[config.mk]
export PLATFORM = sky130hd
export DESIGN_NAME = fpu_32_divider_seq
export DESIGN_NICKNAME = d
export VERILOG_FILES = /design/src/rtl/fpu_32_pkg.sv /design/src/rtl/fpu_32_div_round.sv /design/src/rtl/fpu_32_divider_seq.sv
export SDC_FILE = /design/constraint.sdc
export NUM_CORES = 1
export LEC_CHECK = 0
export ABC_AREA = 1
export CORE_MARGIN = 2
export CORE_UTILIZATION = 30
export CTS_CLUSTER_DIAMETER = 120
export DETAILED_ROUTE_END_ITERATION = 7
export PLACE_DENSITY = 0.52
export SYNTH_ARGS = -nofsm -noshare
export SYNTH_HDL_FRONTEND = slang
export SYNTH_SLANG_ARGS = --single-unit
[constraint.sdc]
create_clock -name clk -period 2.32 [get_ports clk]
set_input_delay 0.464 -clock clk [delete_from_list [all_inputs] [get_ports clk]]
set_output_delay 0.464 -clock clk [all_outputs]
set_load 0.02 [all_outputs]
[src/rtl/fpu_32_pkg.sv]
// Shared constants, flag layout and FSM states for the binary32 FPU datapath blocks.
package fpu_32_pkg;

  localparam int BIAS   = 127;
  localparam int EXP_W  = 8;
  localparam int MAN_W  = 23;
  localparam int QUOT_W = 26;  // integer bit + 23 fraction bits + guard + one spare

  localparam logic [31:0] QNAN    = 32'h7FC0_0000;
  localparam logic [31:0] POS_INF = 32'h7F80_0000;

  // Bit positions inside the 4-bit flags word {invalid, div_by_zero, overflow, underflow}.
  localparam int FLAG_INVALID   = 3;
  localparam int FLAG_DIV_ZERO  = 2;
  localparam int FLAG_OVERFLOW  = 1;
  localparam int FLAG_UNDERFLOW = 0;

  typedef enum logic [1:0] {
    ST_IDLE,
    ST_DIVIDE,
    ST_ROUND,
    ST_DONE
  } div_state_e;

  // Place individual exception bits at their flag positions.
  function automatic logic [3:0] pack_flags(input logic inv, input logic dz,
                                            input logic ovf, input logic unf);
    logic [3:0] f;
    f                 = '0;
    f[FLAG_INVALID]   = inv;
    f[FLAG_DIV_ZERO]  = dz;
    f[FLAG_OVERFLOW]  = ovf;
    f[FLAG_UNDERFLOW] = unf;
    return f;
  endfunction

endpackage

[src/rtl/fpu_32_div_round.sv]
// Normalise a 26-bit quotient, round to nearest even and pack a binary32 result.
// Overflow saturates to signed infinity, underflow flushes to signed zero.
module fpu_32_div_round
  import fpu_32_pkg::*;
(
  input  logic                sign_i,
  input  logic [QUOT_W-1:0]   quot_i,
  input  logic                sticky_i,
  input  logic signed [9:0]   exp_i,     // exponent assuming the quotient's integer bit is set
  output logic [31:0]         result_o,
  output logic                overflow_o,
  output logic                underflow_o
);

  logic [MAN_W-1:0]  frac;
  logic [MAN_W-1:0]  frac_rnd;
  logic              guard;
  logic              sticky;
  logic              round_up;
  logic              carry;
  logic signed [9:0] exp_n;
  logic signed [9:0] exp_r;

  // Select the 24-bit window, round to nearest even and range-check the exponent.
  always_comb begin
    if (quot_i[QUOT_W-1]) begin
      frac   = quot_i[24:2];
      guard  = quot_i[1];
      sticky = quot_i[0] | sticky_i;
      exp_n  = exp_i;
    end else begin
      frac   = quot_i[23:1];
      guard  = quot_i[0];
      sticky = sticky_i;
      exp_n  = exp_i - 10'sd1;
    end
    round_up = guard & (sticky | frac[0]);
    // An all-ones fraction rounding up wraps to zero, i.e. the mantissa reloads 1.0.
    {carry, frac_rnd} = {1'b0, frac} + {{MAN_W{1'b0}}, round_up};
    exp_r       = carry ? (exp_n + 10'sd1) : exp_n;
    overflow_o  = (exp_r >= 10'sd255);
    underflow_o = (exp_r <= 10'sd0);
    if (overflow_o) begin
      result_o = {sign_i, POS_INF[30:0]};
    end else if (underflow_o) begin
      result_o = {sign_i, 31'd0};
    end else begin
      result_o = {sign_i, exp_r[EXP_W-1:0], frac_rnd};
    end
  end

endmodule

[src/rtl/fpu_32_divider_seq.sv]
// Sequential binary32 divider: restoring mantissa division, one quotient bit per cycle,
// with special operands resolved at the accept edge. Denormal inputs are flushed to zero.
module fpu_32_divider_seq
  import fpu_32_pkg::*;
#(
  parameter int WIDTH = 32
) (
  input  logic             clk,
  input  logic             rst_n,
  input  logic             in_valid,
  output logic             in_ready,
  input  logic [WIDTH-1:0] a,
  input  logic [WIDTH-1:0] b,
  output logic             out_valid,
  input  logic             out_ready,
  output logic [WIDTH-1:0] result,
  output logic [3:0]       flags
);

  localparam logic signed [9:0] EXP_BIAS = 10'(BIAS);

  div_state_e         state_q;
  logic [4:0]         cnt_q;
  logic [QUOT_W-1:0]  quot_q;
  logic [24:0]        rem_q;
  logic [23:0]        div_q;
  logic signed [9:0]  exp_q;
  logic               sign_q;
  logic [WIDTH-1:0]   result_q;
  logic [3:0]         flags_q;
  logic               out_valid_q;

  logic               sa, sb, sq;
  logic [EXP_W-1:0]   ea, eb;
  logic [MAN_W-1:0]   fa, fb;
  logic               a_zero, b_zero, a_inf, b_inf, a_nan, b_nan;
  logic               spec_hit;
  logic [WIDTH-1:0]   spec_res;
  logic [3:0]         spec_flags;
  logic signed [9:0]  exp_d;

  logic               rem_ge;
  logic [24:0]        rem_sub;
  logic [24:0]        rem_d;
  logic [QUOT_W-1:0]  quot_d;

  logic [31:0]        rnd_res;
  logic               rnd_ovf;
  logic               rnd_unf;

  assign in_ready  = (state_q == ST_IDLE);
  assign out_valid = out_valid_q;
  assign result    = result_q;
  assign flags     = flags_q;

  // Unpack operands and decide whether the operation resolves without dividing.
  always_comb begin
    sa = a[31];
    sb = b[31];
    sq = sa ^ sb;
    ea = a[30:23];
    eb = b[30:23];
    fa = a[22:0];
    fb = b[22:0];
    a_zero = (ea == '0);
    b_zero = (eb == '0);
    a_inf  = (ea == '1) && (fa == '0);
    b_inf  = (eb == '1) && (fb == '0);
    a_nan  = (ea == '1) && (fa != '0);
    b_nan  = (eb == '1) && (fb != '0);
    exp_d  = $signed({2'b00, ea}) - $signed({2'b00, eb}) + EXP_BIAS;

    spec_hit   = 1'b1;
    spec_res   = QNAN;
    spec_flags = '0;
    if (a_nan || b_nan) begin
      spec_res = QNAN;
    end else if ((a_zero && b_zero) || (a_inf && b_inf)) begin
      spec_flags = pack_flags(1'b1, 1'b0, 1'b0, 1'b0);
    end else if (a_inf) begin
      spec_res = {sq, POS_INF[30:0]};
    end else if (b_inf) begin
      spec_res = {sq, 31'd0};
    end else if (b_zero) begin
      spec_res   = {sq, POS_INF[30:0]};
      spec_flags = pack_flags(1'b0, 1'b1, 1'b0, 1'b0);
    end else if (a_zero) begin
      spec_res = {sq, 31'd0};
    end else begin
      spec_hit = 1'b0;
    end
  end

  // One restoring-division step: compare, conditionally subtract, shift.
  always_comb begin
    rem_ge  = (rem_q >= {1'b0, div_q});
    rem_sub = rem_ge ? (rem_q - {1'b0, div_q}) : rem_q;
    rem_d   = {rem_sub[23:0], 1'b0};
    quot_d  = {quot_q[QUOT_W-2:0], rem_ge};
  end

  fpu_32_div_round u_round (
    .sign_i      (sign_q),
    .quot_i      (quot_q),
    .sticky_i    (rem_q != '0),
    .exp_i       (exp_q),
    .result_o    (rnd_res),
    .overflow_o  (rnd_ovf),
    .underflow_o (rnd_unf)
  );

  // Control FSM with the datapath registers and the registered result/handshake outputs.
  always_ff @(posedge clk or negedge rst_n) begin
    if (!rst_n) begin
      state_q     <= ST_IDLE;
      cnt_q       <= '0;
      quot_q      <= '0;
      rem_q       <= '0;
      div_q       <= '0;
      exp_q       <= '0;
      sign_q      <= 1'b0;
      result_q    <= '0;
      flags_q     <= '0;
      out_valid_q <= 1'b0;
    end else begin
      case (state_q)
        ST_IDLE: begin
          if (in_valid) begin
            sign_q <= sq;
            if (spec_hit) begin
              result_q    <= spec_res;
              flags_q     <= spec_flags;
              out_valid_q <= 1'b1;
              state_q     <= ST_DONE;
            end else begin
              rem_q   <= {2'b01, fa};
              div_q   <= {1'b1, fb};
              quot_q  <= '0;
              exp_q   <= exp_d;
              cnt_q   <= 5'd25;
              state_q <= ST_DIVIDE;
            end
          end
        end
        ST_DIVIDE: begin
          rem_q  <= rem_d;
          quot_q <= quot_d;
          if (cnt_q == 5'd0) begin
            state_q <= ST_ROUND;
          end else begin
            cnt_q <= cnt_q - 5'd1;
          end
        end
        ST_ROUND: begin
          result_q    <= rnd_res;
          flags_q     <= pack_flags(1'b0, 1'b0, rnd_ovf, rnd_unf);
          out_valid_q <= 1'b1;
          state_q     <= ST_DONE;
        end
        ST_DONE: begin
          if (out_ready) begin
            out_valid_q <= 1'b0;
            state_q     <= ST_IDLE;
          end
        end
        default: state_q <= ST_IDLE;
      endcase
    end
  end

endmodule

## Yosys cells after proc, flatten, opt, wreduce, memory -nomap -nowiden

Index checks and enable logic that the tools add are counted.

| operators by class | value |
|---|---|
| add/sub/neg operators | 7 |
| $mul | 0 |
| divide/modulo/power cells | 0 |
| $lt $le $gt $ge | 3 |
| equal/unequal tests | 11 |
| shifts and indexed selects | 0 |
| multiplexer cells | 50 |
| bitwise gates (word level) | 5 |
| reductions and logical operators | 27 |

Operator list:

| cell | count |
|---|---|
| $mux 32 | 8 |
| $pmux 32 s2 | 1 |
| $mux 31 | 2 |
| $mux 26 | 2 |
| $pmux 26 s2 | 1 |
| $mux 25 | 2 |
| $pmux 25 s2 | 1 |
| $logic_not 23->1 | 2 |
| $reduce_bool 23->1 | 2 |
| $ge 25x24->1 | 1 |
| $reduce_bool 25->1 | 1 |
| $add 23x1->24 | 1 |
| $mux 24 | 1 |
| $sub 24x24->24 | 1 |
| $mux 23 | 1 |
| $mux 10 | 2 |
| $eq 8x8->1 const B | 2 |
| $logic_not 8->1 | 2 |
| $mux 4 | 4 |
| $mux 5 | 3 |
| $reduce_and 3->1 | 4 |
| $mux 1 | 11 |
| $add 10x2->10 const B | 1 |
| $add 9x8->10 const B | 1 |
| other kinds (27) | 46 |

| word-level totals | value |
|---|---|
| flip-flop bits (word level) | 130 |
| bits in latches | 0 |
| bits in writable memories | 0 |
| bits in read-only memories | 0 |
| output and inout bits | 38 |
| word-level logic and storage cells | 113 |
| memories kept | 0 |

## Longest topological paths before layout

Gate-level depths: netlist (run 1).

| logic depth | value |
|---|---|
| depth after elaboration | 11 |
| gate-level depth with buffers | 22 |

## Modules after synthesis

Synthesis (run 1) repeated with hierarchy kept, for this count alone.

| unflattened totals | value |
|---|---|
| cells, all modules | 1730 |
| area, all modules | 10831.6 um^2 |

Modules (own cells, without submodules):

| module | times used | cells each | area each (um^2) | seq. area each (um^2) |
|---|---|---|---|---|
| fpu_32_divider_seq | 1 | 1331 | 8793.4 | 3253.1 |
| fpu_32_div_round | 1 | 399 | 2038.2 | 0.0 |

## Least setup slack after synthesis (run 1)

Ideal clock, no wire load.

| timing path | value |
|---|---|
| path kind | register -> register |
| from | register rem_q[2] |
| to | register rem_q[10] |
| data arrival time | 2.307 ns |
| path slack | -0.126 ns |
| stages on the path, launching flop included | 15 |
| cell sequence | dfrtp_1 > ha_1 > nand2_1 > o211ai_2 > nand3_1 > nand2_1 > nand2_1 > o21ai_1 > nand4_2 > nand3_1 > buf_2 > buf_4 > nand2_1 > nand3_1 > a22oi_1 |

| between the ends | value |
|---|---|
| word-level cells in the longest chain between the ends | 3 |
| elaborated cells between the ends (all ways) | 4 |
| classes of those cells | 1 x add/sub; 1 x order compare; 2 x mux |

Ends and longest elaborated chain:

| what | line | text |
|---|---|---|
| from (decl) | fpu_32_divider_seq.sv:25 | `logic [24:0] rem_q;` |
| from (signal assigned) | fpu_32_divider_seq.sv:136 | `rem_q <= {2'b01, fa};` |
| from (signal assigned) | fpu_32_divider_seq.sv:146 | `rem_q <= rem_d;` |
| $sub 24x24->24 or $ge 25x24->1 (tied branches) | fpu_32_divider_seq.sv:97, fpu_32_divider_seq.sv:96 |  |
| $mux 24 (*) | fpu_32_divider_seq.sv:97 | `rem_sub = rem_ge ? (rem_q - {1'b0, div_q}) : rem_q;` |
| $pmux 25 s2 (*) | fpu_32_divider_seq.sv:126 | `case (state_q)` |

Every way passes the cells marked *; elsewhere a longest branch is shown, timed or not.
A chain may end at the register's enable or synchronous reset.

## Worst setup path in the final report (run 1)

| timing path | value |
|---|---|
| from | register quot_q[25] |
| to | register result_q[8], in the netlist result[8] |

| between the ends | value |
|---|---|
| word-level cells in the longest chain between the ends | 9 |
| elaborated cells between the ends (all ways) | 14 |
| classes of those cells | 2 x add/sub; 2 x order compare; 8 x mux; 2 x bitwise |

Ends and longest elaborated chain:

| what | line | text |
|---|---|---|
| from (decl) | fpu_32_divider_seq.sv:24 | `logic [QUOT_W-1:0] quot_q;` |
| from (signal assigned) | fpu_32_divider_seq.sv:147 | `quot_q <= quot_d;` |
| $mux 1 or $mux 23 (tied branches) | fpu_32_div_round.sv:26 | `if (quot_i[QUOT_W-1]) begin` |
| $or 1x1->1 | fpu_32_div_round.sv:37 | `round_up = guard & (sticky \| frac[0]);` |
| $and 1x1->1 | fpu_32_div_round.sv:37 |  |
| $add 23x1->24 | fpu_32_div_round.sv:39 | `{carry, frac_rnd} = {1'b0, frac} + {{MAN_W{1'b0}}, round_up};` |
| $mux 10 | fpu_32_div_round.sv:40 | `exp_r = carry ? (exp_n + 10'sd1) : exp_n;` |
| $le 10x1->1 | fpu_32_div_round.sv:42 | `underflow_o = (exp_r <= 10'sd0);` |
| $mux 31 | fpu_32_div_round.sv:45 | `end else if (underflow_o) begin` |
| $mux 31 (*) | fpu_32_div_round.sv:43 | `if (overflow_o) begin` |
| $pmux 32 s2 (*) | fpu_32_divider_seq.sv:126 |  |
| to (signal assigned) | fpu_32_divider_seq.sv:131 | `result_q <= spec_res;` |
| to (signal assigned) | fpu_32_divider_seq.sv:155 | `result_q <= rnd_res;` |
| to (decl) | fpu_32_divider_seq.sv:29 | `logic [WIDTH-1:0] result_q;` |

Marks and branches as above.

==> out/metrics.cfg, run 1 <==
[cells_and_area]
seqCellArea_um2 = 3254
final_nets = 1933
fin_util_pct = 50.03
final_cells = 2276
area_delta_synth_final_pct = 64.40
layout-drive-gt1-share_pct = 38.19
multiInputGateArea_um2 = 6983
fill_cells = 3099
stdcell_area_um2 = 16240

[synth]
synth-compound-area-share_pct = 13.34
yosysTopAreaCell = dfrtp_1
synthTopCellsByArea = dfrtp_1 33%, nand2_1 14%, inv_1 6.7%
netlist-cell-type-count = 58
ys_ff_latch = 130
postSynth.asyncResetShare_pct = 100.0
synth_top_area_share_pct = 32.94
synth_top_family_by_area = simple AND/OR/NAND/NOR gates
yosysWarnings = 0
yosysMostFrequentCell = nand2_1
syn-cell-area_um2 = 9876
synth_common_cells = 376 x nand2_1, 175 x inv_1, 130 x dfrtp_1
synth_ff_type = dfrtp_1
synth_edf_count = 0
synth-xor-area-share_pct = 4.156
syn_avg_cell_area_um2 = 7.064
synth_simple_gate_area_share_pct = 33.51
syn_nets = 1510
muxShareOfSynthArea_pct = 0
ys_seq_area_share_pct = 32.94
synthCells = 1398
synth_adder_area_share_pct = 5.727

[setup_path]
crit_buf_inv = 5
crit_fanout = 7
critPathLaunchType = register
path_class = register to register
cp_slowest_cell = dfrtp_2
critPathMaxStageDelay_ns = 0.44
path_delay_family = simple AND/OR/NAND/NOR gates
path_common_cell = nand2_1
worstPathArrival_ns = 3.08
end_kind = register
crit_required_ns = 2.63
crit_path_cell_trace = buf_12, clkinv_8, buf_4, buf_4, nand2_1, nand2_1, nor2_2, nand2_4, nor2_8, nand3_4, nand2_2, nand2_2, nor2_2, nand3_2, o21ai_4, nand2_4, clkbuf_16, nand4_1, nand2_1

[route]
drc = 0
vias_per_cell = 4.670
ant_nets = 0
drtIter0Drc = 449
num_vias = 10628
drtPass1Iterations = 5
routed_wl_um = 32460
routedWlPerCell_um = 14.26

[clock_network]
htree_levels = 4
cts_buffer_depth = 2
cts_buffers = 17
clk_latency_ns = 0.42
cts_tree = built
path_clk_slew_ns = 0.06
root_buffer = clkbuf_16
cts.sink_count = 130

[global_route]
grt_overflow = 0
grt_pass1_vias = 10396
antenna_found_initial = 1
grt_util_all_layers_pct = 17.99
grt_max_degree = 54
grt_pass1_wl_um = 49580

[sta]
slew_violations = 0
setup_viol = 42
slew_headroom_pct = 66.86
final-hold-violation-count = 0
fin_crit_sh_pct = 119.2
clock-skew-final_ns = 0.01007
fmax_mhz = 361.5
rsz0062_at_grt = true
fin_crit_ns = 2.767
finalWorstSetupSlack_ns = -0.4466
tightestPinTransition_ns = 0.4925

[placed_design]
place_inst = 2193
hpwl_um = 23700
io_buffers = 105
gp_congestion = 0.8437
dpl_cell_area_um2 = 13610

[flow_run]
drv_cap = 0

[die]
die_w_um = 185.4
die_y_um = 185.4
core-area_um2 = 32450
ios = 106
rows = 66
start_util_pct = 30.43
dieArea_um2 = 34390

[power_and_ir_drop]
max-vdd-ir-drop_mv = 0.8775
p_per_area_nw_per_um2 = 1403
power.leakage_nw = 7.807

[hold_path]
hp-class = primary input to register

[outcome]
outcome = complete, but fails checks
violations = setup timing

-- state kept, by name, indices dropped and copies added, names as in the netlist --
| name | flops |
|---|---|
| div_q | 24 |
| flags | 4 |
| exp_q | 10 |
| rem_q | 25 |
| state_q | 2 |
| out_valid | 1 |
| cnt_q | 5 |
| sign_q | 1 |
| quot_q | 26 |
| result | 32 |
-- worst register-to-register path: cells and delay by family, from the launching register on --
| kind | cells | cell delay [ns] |
|---|---|---|
| AOI/OAI and AO/OA | 1 | 0.21 |
| buffers and inverters | 5 | 0.65 |
| DFF | 1 | 0.44 |
| and+or+nand+nor | 13 | 1.36 |
-- report_power, final --
part / leakage [nW] / switching (W) / internal [W]
logic: 5.91 / 0.00897 / 0.00780
clock network: 0.258 / 0.00104 / 0.00152
registers: 1.64 / 0.000463 / 0.00299
total: 7.81 / 0.0105 / 0.0123
-- repair_timing --
item / CTS / global route
setup buffers: 7 / 30
hold buffers: 1 / 0
pin swaps: 28 / 115
cloned: 0 / 13
setup endpoints to repair: 95 / 125
gates resized for setup: 70 / 313
hold endpoints to repair: 37 / 0
-- placed cells by master, fill, tap and decap left out, drive strengths merged, types with 27 or more instances in the layout --
master         instances
dfrtp                130
o21ai                 84
clkdlybuf4s50         66
buf                  332
a21oi                 71
nand4                 48
clkbuf                31
ha                    42
nor2                 136
nand3                 91
dlymetal6s2s          35
nand2                402
inv                  184
xor2                  29
o22ai                 27
-- final cells by class --
class                      count  area share [%]
timing repair buffer         446           25.48
antenna                        1         0.01541
sequential                   130           20.04
clock buffer                  22           2.859
clock inverter                 9          0.5163
tap                          442           3.406
multi-input combinational   1036           43.01
inverter                     189           4.616
timing repair inverter         1         0.05395
-- metal layers --
metal	vias to the layer above	GRT usage (%)	part of all wire (%)
li1	5434	-	-
met1	4975	21.33	43
met2	180	33.07	52
met3	39	2.753	2.9
met4	0	5.683	2.2
met5	-	0	0
-- path summary, 6_finish.rpt --
kind	from	end	slack [ns]	cells past startpoint
max reg2reg	quot_q[25]$_DFFE_PN0P_	result[8]$_DFFE_PN0P_	-0.45	19
min	b[19]	div_q[19]$_DFFE_PN0P_	0.38	4
min in group asynchronous	rst_n	quot_q[11]$_DFFE_PN0P_	0.52	2
max in group asynchronous	rst_n	rem_q[5]$_DFFE_PN0P_	1.16	3
max	quot_q[25]$_DFFE_PN0P_	result[8]$_DFFE_PN0P_	-0.45	19
min reg2reg	result[15]$_DFFE_PN0P_	result[15]$_DFFE_PN0P_	0.47	2
-- logic make-up after synthesis --
kind of cell / after synthesis
and+or+nand+nor: 722
buffers and inverters: 232
AOI/OAI and AO/OA: 224
DFF: 130
xor gates and xnor gates: 46
adders and majority gates: 44
-- per-stage QoR --
stage                     hold slack [ns]  total power, W  TNS [ns]  setup WS (ns)
final                              0.3825         0.02278    -13.23        -0.4466
after global routing               0.3979         0.02458    -20.41        -0.5987
after CTS                          0.4819         0.01903    -8.892        -0.3237
after detailed placement           0.4079         0.01601    -64.95        -0.7538
after global placement             0.4072         0.01593    -60.80        -0.6844
after floorplan                    0.1684         0.01095    -1.596       -0.08094
Power figures use the tool's default switching activity.
==> run 2: changes to the inputs <==
==> constraint.sdc (replaced) <==
create_clock -name clk -period 2.32 [get_ports clk]
set_input_delay 0.464 -clock clk [delete_from_list [all_inputs] [get_ports clk]]
set_output_delay 0.464 -clock clk [all_outputs]
set_load 0.1 [all_outputs]
==> out/metrics.cfg, run 2 (synthesis gave the netlist of run 1 again) <==
[sta]
rsz0062_at_grt = true
clock-skew-final_ns = 0.007158
slew_violations = 0
fin_crit_ns = 2.697
hold_slack_ns = -0.003025
tightestPinTransition_ns = 0.6522
slew_headroom_pct = 56.52
final-hold-violation-count = 2
fmax_mhz = 370.8
fin_crit_sh_pct = 116.2
finalWorstSetupSlack_ns = -0.3766
setup_viol = 33

[cells_and_area]
final_common_cell = buf_4
layout_common_cells = 327 x buf_4, 326 x nand2_1, 159 x inv_1
largest_register_ffs = 32
final_nets = 1919
fin_util_pct = 48.58
stdcell_area_um2 = 15770
layout-drive-gt1-share_pct = 37.69
antenna_cells = 0
area_delta_synth_final_pct = 59.65
fill_cells = 3214

[setup_path]
critPathMaxStageDelay_ns = 0.43
cp-startpoint = quot_q[25]$_DFFE_PN0P_
path_common_cell = nand2_1
reg2reg_slack_ns = -0.38
crit_path_cell_trace = buf_4, bufbuf_16, nand2_1, nand2_1, nor2_2, nand2_4, nor2_8, nand3_4, nand2_2, nand2_2, nor2_2, nand3_2, o21ai_4, nand2_4, buf_12, nand4_1, nand2_1
end_kind = register
worstPathArrival_ns = 3.02
critPathLaunchType = register
crit_path_end = result[18]$_DFFE_PN0P_
crit_required_ns = 2.64
crit_fanout = 11
path_class = register to register
r2r_end = result[18]$_DFFE_PN0P_
reg2reg_from = quot_q[25]$_DFFE_PN0P_
cp_slowest_cell = dfrtp_2
r2r_cells = 17

[global_route]
grt_util_all_layers_pct = 18.28
grt_overflow = 0
grt_max_degree = 59
grt_pass1_wl_um = 50240
grt_pass1_vias = 10274
antenna_found_initial = 0

[die]
die_w_um = 185.4
rows = 66
ios = 106
dieArea_um2 = 34390
core-area_um2 = 32450
start_util_pct = 30.43
die_y_um = 185.4

[route]
routedWlPerCell_um = 14.11
drtIter0Drc = 412
drtPass1Iterations = 7
num_vias = 10534
vias_per_cell = 4.657
routed_wl_um = 31920
drc = 0
ant_nets = 0

[clock_network]
cts_buffer_depth = 2
ctsHoldBuffers = 0
cts.sink_count = 130
htree_levels = 4
cts_tree = built
clk_latency_ns = 0.43
cts_buffers = 17
path_clk_slew_ns = 0.06
root_buffer = clkbuf_16

[hold_path]
hp-class = primary input to asynchronous set/reset pin

[power_and_ir_drop]
cell_internal_pwr_w = 0.01207
power.switching_w = 0.01045
p_clk_share_pct = 12.7
p_per_area_nw_per_um2 = 1429
power.leakage_nw = 7.901
max-vdd-ir-drop_mv = 0.9367
swShare_pct = 46.41
share_comb_of_total_power_pct = 72.0
seq_power_share_pct = 15.4

[flow_run]
drv_cap = 0

[placed_design]
post-place-ws_ns = -0.5734
dpl_cell_area_um2 = 13440
gp_congestion = 0.8868
hpwl_um = 23800
io_buffers = 105

[outcome]
violations = hold timing, setup timing
outcome = complete, but fails checks

## run 2: cell types whose count changed in the layout (fill, tap and decap cells not counted), moves of 7 or more
cell | previous run | this run
a22oi_2 | 16 | 9
clkdlybuf4s50_1 | 66 | 6
a22oi_1 | 1 | 8
nor2_4 | 25 | 17
nand3_1 | 47 | 58
nand2_4 | 32 | 6
nand2_1 | 302 | 326
dlymetal6s2s_1 | 35 | 59
buf_4 | 299 | 327
nand3_2 | 40 | 30
## run 2: metal layers
layer	global-route usage (%)	part of all wire [%]	vias up
li1	-	-	5405
met1	21.98	43	4902
met2	33.55	51	185
met3	2.635	3.2	42
met4	5.333	2.0	0
met5	0	0	-
## run 2: timing repair
item                                    4_1_cts  5_1_grt
resized for setup                            83      239
cloned                                        2        7
pin swaps                                    32       95
buffers inserted                             15       22
endpoints found under the hold margin         0        0
endpoints found under the setup margin       87      124
## run 2: final cells by class
cell class | instances | area [µm²] | area share (%)
Clock inverter | 8 | 125.1 | 0.7936
Timing Repair Buffer | 433 | 3974 | 25.20
Tap cell | 442 | 553.0 | 3.508
Multi-Input combinational cell | 1036 | 6621 | 42.00
Inverter | 189 | 747.0 | 4.738
Sequential cell | 130 | 3254 | 20.64
Clock buffer | 24 | 491.7 | 3.119
## run 2: metrics by stage
stage / cells / TNS [ns] / power (W)
3_5_place_dp: 2184 / -60.30 / 0.01646
3_3_place_gp: 2184 / -55.08 / 0.01640
4_1_cts: 2233 / -8.353 / 0.01996
6_report: 2262 / -10.16 / 0.02252
2_1_floorplan: 1398 / -1.471 / 0.01171
5_1_grt: 2262 / -16.22 / 0.02425
## run 2: critical path, delay by kind of cell, from the launching register on
family,cells,cell delay [ns]
DFF,1,0.43
and+or+nand+nor,13,1.35
buffers and inverters,3,0.57
AOI/OAI and AO/OA,1,0.22
## run 2: worst min-delay path by stage
stage,startpoint,end
after floorplan,rst_n,cnt_q[0]$_DFFE_PN0P_
final,rst_n,result[10]$_DFFE_PN0P_
after CTS,rst_n,result[10]$_DFFE_PN0P_
after detailed placement,result[10]$_DFFE_PN0P_,result[10]$_DFFE_PN0P_
after global routing,rst_n,result[10]$_DFFE_PN0P_
after global placement,result[14]$_DFFE_PN0P_,result[14]$_DFFE_PN0P_
## run 2: power groups by stage
| stage | logic (W) | clock network, W | registers [W] |
|---|---|---|---|
| after floorplan | 0.00752 | 0 | 0.00420 |
| after global placement | 0.0130 | 0 | 0.00341 |
| after detailed placement | 0.0130 | 0 | 0.00343 |
| after CTS | 0.0137 | 0.00289 | 0.00340 |
| after global routing | 0.0177 | 0.00299 | 0.00354 |
| final | 0.0162 | 0.00285 | 0.00346 |
==> run 3: changes to the inputs <==
SETUP_SLACK_MARGIN = 0.2   (was not set)
==> out/metrics.cfg, run 3 (synthesis gave the netlist of run 1 again) <==
[outcome]
outcome = complete, but fails checks
violations = setup timing

[sta]
finalWorstSetupSlack_ns = -0.3510
tightestPinTransition_ns = 0.5057
slew_violations = 0
slew_headroom_pct = 65.98
rsz0062_at_grt = true
final-hold-violation-count = 0
clock-skew-final_ns = 0.01194
setup_viol = 36
fin_crit_ns = 2.671
fmax_mhz = 374.4
fin_crit_sh_pct = 115.1

[setup_path]
cp_slowest_cell = dfrtp_2
crit_path_cell_trace = buf_12, clkbuf_16, nand2_1, nand2_2, nand2_2, nor2_4, inv_4, nor2_8, nand3_4, nand2_2, nand2_2, nand2_2, inv_2, nand2_1, nor2_2, nand3_2, nand2_4, buf_4, nor2_1, nand2_1, a21oi_2
reg2reg_slack_ns = -0.35
worstPathArrival_ns = 3.04
crit_required_ns = 2.69
critPathLaunchType = register
path_common_cell = nand2_2
path_class = register to register
end_kind = register
critPathMaxStageDelay_ns = 0.47
crit_buf_inv = 5
path_delay_family = simple AND/OR/NAND/NOR gates
crit_fanout = 7

[power_and_ir_drop]
max-vdd-ir-drop_mv = 0.9064
power.leakage_nw = 7.882
p_per_area_nw_per_um2 = 1498

[route]
routedWlPerCell_um = 14.75
routed_wl_um = 33190
drtIter0Drc = 557
ant_nets = 0
num_vias = 10645
vias_per_cell = 4.731
top_layer = met4
drc = 0
m1WireLength_um = 14500
met3WireLength_um = 1075
drtPass1Iterations = 5
wl_met2_um = 17010

[die]
die_y_um = 185.4
rows = 66
core-area_um2 = 32450
start_util_pct = 30.43
ios = 106
die_w_um = 185.4
dieArea_um2 = 34390

[flow_run]
drv_cap = 0

[cells_and_area]
area_delta_synth_final_pct = 63.03
layout_common_cells = 312 x nand2_1, 304 x buf_4, 151 x inv_1
largest_register_ffs = 32
antenna_cells = 0
layout-drive-gt1-share_pct = 40.43
final_cells = 2250
final_nets = 1907
stdcell_area_um2 = 16100
final_common_cell = nand2_1

[clock_network]
cts_buffer_depth = 2
root_buffer = clkbuf_16
path_clk_slew_ns = 0.06
cts_buffers = 17
cts_tree = built
cts.sink_count = 130
clk_latency_ns = 0.43
htree_levels = 4

[placed_design]
dpl_cell_area_um2 = 13380
hpwl_um = 23460
place_inst = 2162
io_buffers = 105
gp_congestion = 0.9017

[global_route]
grt_max_degree = 46
antenna_found_initial = 0
grt_pass1_wl_um = 49200
grt_overflow = 0
grt_util_all_layers_pct = 17.93
grt_pass1_vias = 10056

[hold_path]
hp-class = primary input to register

run 3: cell types whose count changed in the layout (fill, tap and decap cells not counted), sizes merged:
cell | previous run | this run
clkinvlp | 2 | 3
dlygate4sd2 | 1 | 3
buf | 360 | 347
clkbuf | 30 | 36
clkinv | 7 | 9
dlymetal6s2s | 59 | 50
dlygate4sd3 | 0 | 1
clkdlybuf4s50 | 6 | 4
inv | 185 | 186
bufbuf | 1 | 0
run 3: final cells by class:
cell class / count / area [µm²]
clock buffer: 20 / 466.7
clock inverter: 12 / 153.9
fill: 3108 / 16350
inverter: 189 / 769.5
multi-input combinational: 1036 / 6977
sequential: 130 / 3256
tap: 442 / 553.0
timing repair buffer: 421 / 3925
run 3: repair_timing:
action                                  CTS  global route
pin swaps                                21           125
hold buffers                              1             0
gates resized for setup                  73           352
gates cloned                              0            15
endpoints found under the hold margin    36             0
endpoints found under the setup margin  124           126
setup buffers                             3            37
run 3: path summary, 6_finish.rpt:
check                           depth (start not counted)                    from                      to
worst max-delay path                                   21  quot_q[25]$_DFFE_PN0P_  result[22]$_DFFE_PN0P_
worst min-delay path                                    4                   b[15]   div_q[15]$_DFFE_PN0P_
worst max register to register                         21  quot_q[25]$_DFFE_PN0P_  result[22]$_DFFE_PN0P_
worst min register to register                          2   result[1]$_DFFE_PN0P_   result[1]$_DFFE_PN0P_
max in group asynchronous                               3                   rst_n    rem_q[8]$_DFFE_PN0P_
min in group asynchronous                               2                   rst_n  result[10]$_DFFE_PN0P_
run 3: report_power, final:
| group | switching (W) | internal, W |
|---|---|---|
| registers | 0.000510 | 0.00299 |
| logic | 0.00994 | 0.00779 |
| clock network | 0.00110 | 0.00178 |
| total | 0.0116 | 0.0126 |
run 3: tightest hold or removal path, cell delays in order:
cell and delay, ns:
dlymetal6s2s_1 0.10, buf_4 0.11, nand2_1 0.04, o21ai_0 0.05
run 3: metal layers:
metal,up-vias,track usage (%)
met3,50,2.694
met2,220,31.97
met4,0,4.603
li1,5385,-
met5,-,0
met1,4990,22.49
run 3: per-stage QoR:
stage          power (W)  setup TNS [ns]  setup WS (ns)  hold slack (ns)  utilization [%]
2_1_floorplan    0.01194          -1.696       -0.08535           0.1684                -
3_3_place_gp     0.01613          -52.43        -0.5607           0.4058            41.23
3_5_place_dp     0.01623          -61.51        -0.6453           0.4082            41.23
4_1_cts          0.01962          -7.224        -0.3062           0.4714            44.00
5_1_grt          0.02578          -16.27        -0.5251           0.3832            49.61
6_report         0.02411          -9.456        -0.3510           0.3666            49.61
